==> config.mk <==
export PLATFORM = sky130hd
export DESIGN_NAME = bcd_sub_serial
export DESIGN_NICKNAME = d
export VERILOG_FILES = /design/src/rtl/bcd_pkg.sv /design/src/rtl/bcd_digit_sub.sv /design/src/rtl/bcd_sub_serial.sv
export SDC_FILE = /design/constraint.sdc
export NUM_CORES = 1
export LEC_CHECK = 0
export ABC_AREA = 1
export CAP_MARGIN = 20
export CORE_MARGIN = 2
export CORE_UTILIZATION = 50
export DETAILED_ROUTE_END_ITERATION = 6
export PLACE_DENSITY = 0.77
export SLEW_MARGIN = 0
export SYNTH_ARGS = -nofsm -noshare
export SYNTH_HDL_FRONTEND = slang
export SYNTH_HIERARCHICAL = 1
export SYNTH_SLANG_ARGS = --single-unit
==> constraint.sdc <==
create_clock -name clk -period 7.8 [get_ports clk]
set_clock_uncertainty 0.15 [all_clocks]
set_input_delay 1.56 -clock clk [delete_from_list [all_inputs] [get_ports clk]]
set_output_delay 1.56 -clock clk [all_outputs]
set_load 0.02 [all_outputs]
==> src/rtl/bcd_pkg.sv <==
// -----------------------------------------------------------------------------
// bcd_pkg
// Shared definitions for the serial BCD subtractor.
//   state_t    : controller states (IDLE, RUN, DONE)
//   BCD_RADIX  : decimal radix, added back to a digit after a borrow
//   BCD_MAX    : largest legal BCD digit value
//   digit_bad(): 1 when a 4-bit code is not a legal BCD digit (10..15)
// -----------------------------------------------------------------------------
package bcd_pkg;

    typedef enum logic [1:0] {
        IDLE = 2'd0,
        RUN  = 2'd1,
        DONE = 2'd2
    } state_t;

    localparam int BCD_RADIX = 10;
    localparam int BCD_MAX   = 9;

    function automatic logic digit_bad(input logic [3:0] dig);
        return dig > 4'(BCD_MAX);
    endfunction

endpackage

==> src/rtl/bcd_digit_sub.sv <==
// -----------------------------------------------------------------------------
// bcd_digit_sub
// Purely combinational single-digit BCD subtractor: d = a_d - b_d - bin,
// folded back into 0..9 by adding the radix when the raw result is negative.
// Ports:
//   a_d [3:0] : minuend digit (0..9 for a meaningful result)
//   b_d [3:0] : subtrahend digit
//   bin       : borrow in from the less significant digit
//   d   [3:0] : result digit
//   bo        : borrow out (raw difference was negative)
// -----------------------------------------------------------------------------
module bcd_digit_sub
    import bcd_pkg::*;
(
    input  logic [3:0] a_d,
    input  logic [3:0] b_d,
    input  logic       bin,
    output logic [3:0] d,
    output logic       bo
);

    // Five bits hold every raw result from +15 down to -16, so bit 4 is the
    // sign of the raw difference. Adding the radix to the low nibble modulo
    // 16 gives (raw + 10) for any raw in -10..-1.
    logic [4:0] raw;

    always_comb begin
        raw = {1'b0, a_d} - {1'b0, b_d} - {4'd0, bin};
        bo  = raw[4];
        if (raw[4]) begin
            d = raw[3:0] + 4'(BCD_RADIX);
        end else begin
            d = raw[3:0];
        end
    end

endmodule

==> src/rtl/bcd_sub_serial.sv <==
// -----------------------------------------------------------------------------
// bcd_sub_serial
// Digit-serial packed-BCD subtractor. One digit is processed per clock,
// least significant first, through a single shared bcd_digit_sub.
//
// Ports:
//   clk        : system clock, rising edge
//   rst_n      : asynchronous active-low reset
//   start      : launch request
//   a, b       : minuend / subtrahend, packed BCD, digit 0 in bits [3:0]
//   busy       : high while digits are being processed (RUN)
//   done       : one-cycle completion pulse (DONE)
//   diff       : registered BCD result, (A - B) mod 10^NDIG
//   bout       : final borrow, 1 when A < B (diff is the ten's complement)
//   err        : an operand digit was 10..15; diff and bout forced to 0
//   state_dbg  : current controller state for observation
//
// Handshake: start is a request qualified by the controller being free; it is
// accepted on any rising edge where the state is IDLE or DONE (busy low), and
// a, b are captured on that same edge. While busy is high start is ignored and
// a, b may change freely. done pulses for exactly one cycle with busy low, and
// diff/bout/err are valid from that cycle until the next completion. A start
// seen during the done cycle launches the next operation with no gap.
// -----------------------------------------------------------------------------
module bcd_sub_serial
    import bcd_pkg::*;
#(
    parameter int NDIG = 4
) (
    input  logic              clk,
    input  logic              rst_n,
    input  logic              start,
    input  logic [4*NDIG-1:0] a,
    input  logic [4*NDIG-1:0] b,
    output logic              busy,
    output logic              done,
    output logic [4*NDIG-1:0] diff,
    output logic              bout,
    output logic              err,
    output state_t            state_dbg
);

    localparam int             IW   = (NDIG > 1) ? $clog2(NDIG) : 1;
    localparam logic [IW-1:0]  LAST = IW'(NDIG - 1);

    state_t            state;
    state_t            state_nx;

    logic [4*NDIG-1:0] a_q;
    logic [4*NDIG-1:0] b_q;
    logic [4*NDIG-1:0] acc;
    logic [4*NDIG-1:0] acc_nx;
    logic [IW-1:0]     idx;
    logic              borrow;
    logic              err_lat;

    logic              launch;
    logic              last;
    logic              in_bad;
    logic [3:0]        dig_a;
    logic [3:0]        dig_b;
    logic [3:0]        dig_d;
    logic              dig_bo;

    // -------------------------------------------------------------------------
    // Controller
    // -------------------------------------------------------------------------
    always_ff @(posedge clk or negedge rst_n) begin
        if (!rst_n) begin
            state <= IDLE;
        end else begin
            state <= state_nx;
        end
    end

    always_comb begin
        state_nx = state;
        launch   = 1'b0;
        last     = (idx == LAST);
        case (state)
            IDLE: begin
                if (start) begin
                    launch   = 1'b1;
                    state_nx = RUN;
                end
            end
            RUN: begin
                if (last) begin
                    state_nx = DONE;
                end
            end
            DONE: begin
                if (start) begin
                    launch   = 1'b1;
                    state_nx = RUN;
                end else begin
                    state_nx = IDLE;
                end
            end
            default: begin
                state_nx = IDLE;
            end
        endcase
    end

    assign busy      = (state == RUN);
    assign done      = (state == DONE);
    assign state_dbg = state;

    // -------------------------------------------------------------------------
    // Operand validity, judged on the raw inputs at the launch edge so the
    // flag travels with the latched operands.
    // -------------------------------------------------------------------------
    always_comb begin
        in_bad = 1'b0;
        for (int i = 0; i < NDIG; i++) begin
            if (digit_bad(a[i*4 +: 4]) || digit_bad(b[i*4 +: 4])) begin
                in_bad = 1'b1;
            end
        end
    end

    // -------------------------------------------------------------------------
    // Shared digit datapath
    // -------------------------------------------------------------------------
    always_comb begin
        dig_a = a_q[idx*4 +: 4];
        dig_b = b_q[idx*4 +: 4];
    end

    bcd_digit_sub u_digit (
        .a_d (dig_a),
        .b_d (dig_b),
        .bin (borrow),
        .d   (dig_d),
        .bo  (dig_bo)
    );

    // Partial result with the current digit merged in; on the last digit this
    // is the complete difference and goes straight to the output register.
    always_comb begin
        acc_nx               = acc;
        acc_nx[idx*4 +: 4]   = dig_d;
    end

    always_ff @(posedge clk or negedge rst_n) begin
        if (!rst_n) begin
            a_q     <= '0;
            b_q     <= '0;
            acc     <= '0;
            idx     <= '0;
            borrow  <= 1'b0;
            err_lat <= 1'b0;
            diff    <= '0;
            bout    <= 1'b0;
            err     <= 1'b0;
        end else if (launch) begin
            a_q     <= a;
            b_q     <= b;
            acc     <= '0;
            idx     <= '0;
            borrow  <= 1'b0;
            err_lat <= in_bad;
        end else if (state == RUN) begin
            acc    <= acc_nx;
            borrow <= dig_bo;
            if (last) begin
                idx  <= '0;
                // Result registers only change on the way into DONE.
                diff <= err_lat ? '0 : acc_nx;
                bout <= err_lat ? 1'b0 : dig_bo;
                err  <= err_lat;
            end else begin
                idx <= idx + IW'(1);
            end
        end
    end

endmodule

==> results.md <==
- DR vias: 3,079
- Die width: 89.8 um
- Hold_buf cts: 0
- Inserted Diodes: 0
- Post-synth cell types: 23
- Clock Tree Buf Depth: 2
- Final Slew Violations: 0
- Class of the worst hold path: flip-flop to flip-flop
- Pre-CTS setup slack: 4110 ps
- Slew @ Worst Pin: 886 ps
- Gpl congestion: 0.836
- Min-Delay Endpoint: diff[4]
- Min Tclk post-route: 3810 ps
- Depth of the worst register-to-register path: 17
- Final hold vios: 0
- Fin Setup TNS: 0 ps
- Seq/Total Area, Yosys: 0.489
- Vias in the first global route: 2,897
- Critical path data arrival time: 3920 ps
- Core area: 0.00718 mm^2
- #FFs+latches synth: 72
- Core Util, Final: 0.620
- Setup Viol. Count Final: 0
- FP Rows: 31
- Syn_nets: 507
- CTS root buf: clkbuf_8
- Hold Path Stages: 2
- Slew headroom: 0.410
- Largest net degree at the start of global routing: 73
- Syn. warnings: 6
- Port Buffers: 56
- Status: finished, final reports clean
- Initial Util: 0.514
- Gr usage total: 0.207
- Share of cells above drive strength 1: 0.0624
- Mapped cell area: 0.00368 mm^2
- DR DRC count: 0
- Fmax: 262 MHz
- Crit share post-route: 0.489
- WL/cell: 12.9 um
- Critical path peak fanout: 25
- Area grow syn2layout: 20.7%
- Post-Syn Instances: 457
- IO Count: 57
- CTS resizes: 0
- First-pass DRT Iterations: 4
- HPWL Detailed: 5690 um
- Die area: 0.00807 mm^2
- RSZ-0062 raised after global routing: false
- Share of Yosys cell area claimed by the top area cell type: 0.489
- CTS sink count: 72
- Startpoint types: flip-flop
- Endpoint class of the critical path: flip-flop
- Synth area leaders: dfrtp_1, nand2_1, o21ai_0
- FF-to-FF setup slack: 3990 ps
- Clk_lat worst skew: 350 ps
- Reg-to-Reg Start: idx[0]
- Reg clk slew, reported paths: 70 ps
- Die H: 89.8 um
- Worst path required time: 7910 ps
- Antenna violations before repair: 0
- Final #Nets: 558
- Max cap viols: 0
- Setup WS post-layout: 3990 ps
- Postcts setup bufs: 0
- CTS Buf Count: 9
- Avg Inst Size Synth: 8.06 um^2
- Via density: 5.03
- TritonCTS clock tree: built
- CTS H-tree depth: 3
- Post-route ant nets: 0
- Total routed wirelength: 7910 um
- Crit path kind: flip-flop to flip-flop
- Reg2Reg Capture Point: acc[15]
- DRT iter0 DRCs: 145
- Hold_sp: diff[4]
- Area leader, netlist: dfrtp_1
- First-pass GRT wire length: 13,400 um
- Grt ovf: 0
## layout make-up
class	count	area, um^2
multi-input cells	323	1590
clock inverters	3	40.0
flip-flops and latches	72	1800
well taps	99	124
repair buffers	57	563
fillers	627	2730
inverters	45	169
clock buffers	13	159
## synthesized netlist by cell type, drive strengths merged
library cell	number
a21oi	3
a22o	2
buf	17
dfrtp	72
fa	2
ha	13
inv	45
nand2	195
nand3	17
nor2	21
o21ai	50
o22ai	19
xor2	1
## registers in the layout (all words and copies together) (netlist names)
name / count
b_q: 16
err_lat: 1
diff: 16
bout: 1
acc: 16
borrow: 1
state_dbg: 2
err: 1
a_q: 16
idx: 2
## layer usage
layer	routed length [um]	GRT usage
met5	0	0
met4	103	0.0769
met3	395	0.0528
met2	3920	0.342
met1	3490	0.266
## worst max path at each step
stage | from | slack, ps | depth (start not counted) | endpoint
final | idx[0] | 3990 | 17 | acc[15]
after global routing | idx[0] | 3640 | 17 | acc[15]
after CTS | idx[0] | 4060 | 17 | acc[15]
after detailed placement | idx[0] | 4110 | 17 | acc[15]
after global placement | idx[0] | 4270 | 17 | acc[15]
after floorplan | idx[0] | 4780 | 20 | acc[15]
## cells in the final DEF (no fill, tap or decap)
| cell | count |
|---|---|
| a21oi_1 | 3 |
| a22o_1 | 2 |
| buf_2 | 1 |
| buf_4 | 1 |
| bufinv_16 | 1 |
| clkbuf_1 | 2 |
| clkbuf_8 | 11 |
| clkdlybuf4s50_1 | 55 |
| clkinv_2 | 2 |
| dfrtp_1 | 72 |
| fa_1 | 2 |
| ha_1 | 13 |
| inv_1 | 42 |
| inv_2 | 3 |
| nand2_1 | 187 |
| nand2_2 | 3 |
| nand2_4 | 5 |
| nand3_1 | 15 |
| nand3_2 | 2 |
| nor2_1 | 18 |
| nor2_2 | 1 |
| nor2_4 | 1 |
| nor2_8 | 1 |
| o21ai_0 | 47 |
| o21ai_1 | 3 |
| o22ai_1 | 19 |
| xor2_1 | 1 |
## critical path, stage by stage, from the launching register on
cell and delay (ps):
dfrtp_1 840, inv_2 330, o21ai_0 250, o22ai_1 120
fa_1 470, fa_1 400, inv_1 80, nand2_2 70
nand2_1 90, ha_1 150, inv_1 60, nand3_1 70
nand2_1 50, nand2_1 100, nand3_1 110, o22ai_1 210
nand2_1 80, o21ai_0 90
## through the flow
stage / hold slack [ps] / std cells / instance area, um^2
2_1_floorplan: 294 / 457 / 3680
3_3_place_gp: 311 / 596 / 4250
3_5_place_dp: 313 / 596 / 4250
4_1_cts: 332 / 612 / 4450
5_1_grt: 351 / 612 / 4450
6_report: 328 / 612 / 4450
## logic make-up (layout without fill, tap and decap cells)
| kind of cell | Yosys count | count (layout) | synth area share |
|---|---|---|---|
| AND/OR/NAND/NOR | 233 | 233 | 0.265 |
| AO/OA/AOI/OAI | 74 | 74 | 0.109 |
| flip-flops | 72 | 72 | 0.489 |
| buffers and inverters | 62 | 118 | 0.0795 |
| adder cells (fa/ha/maj) | 15 | 15 | 0.0550 |
| XOR/XNOR | 1 | 1 | 0.00238 |
Power is not shown: default switching activity piles up to over one toggle a cycle in this logic, so the estimate is an artifact.
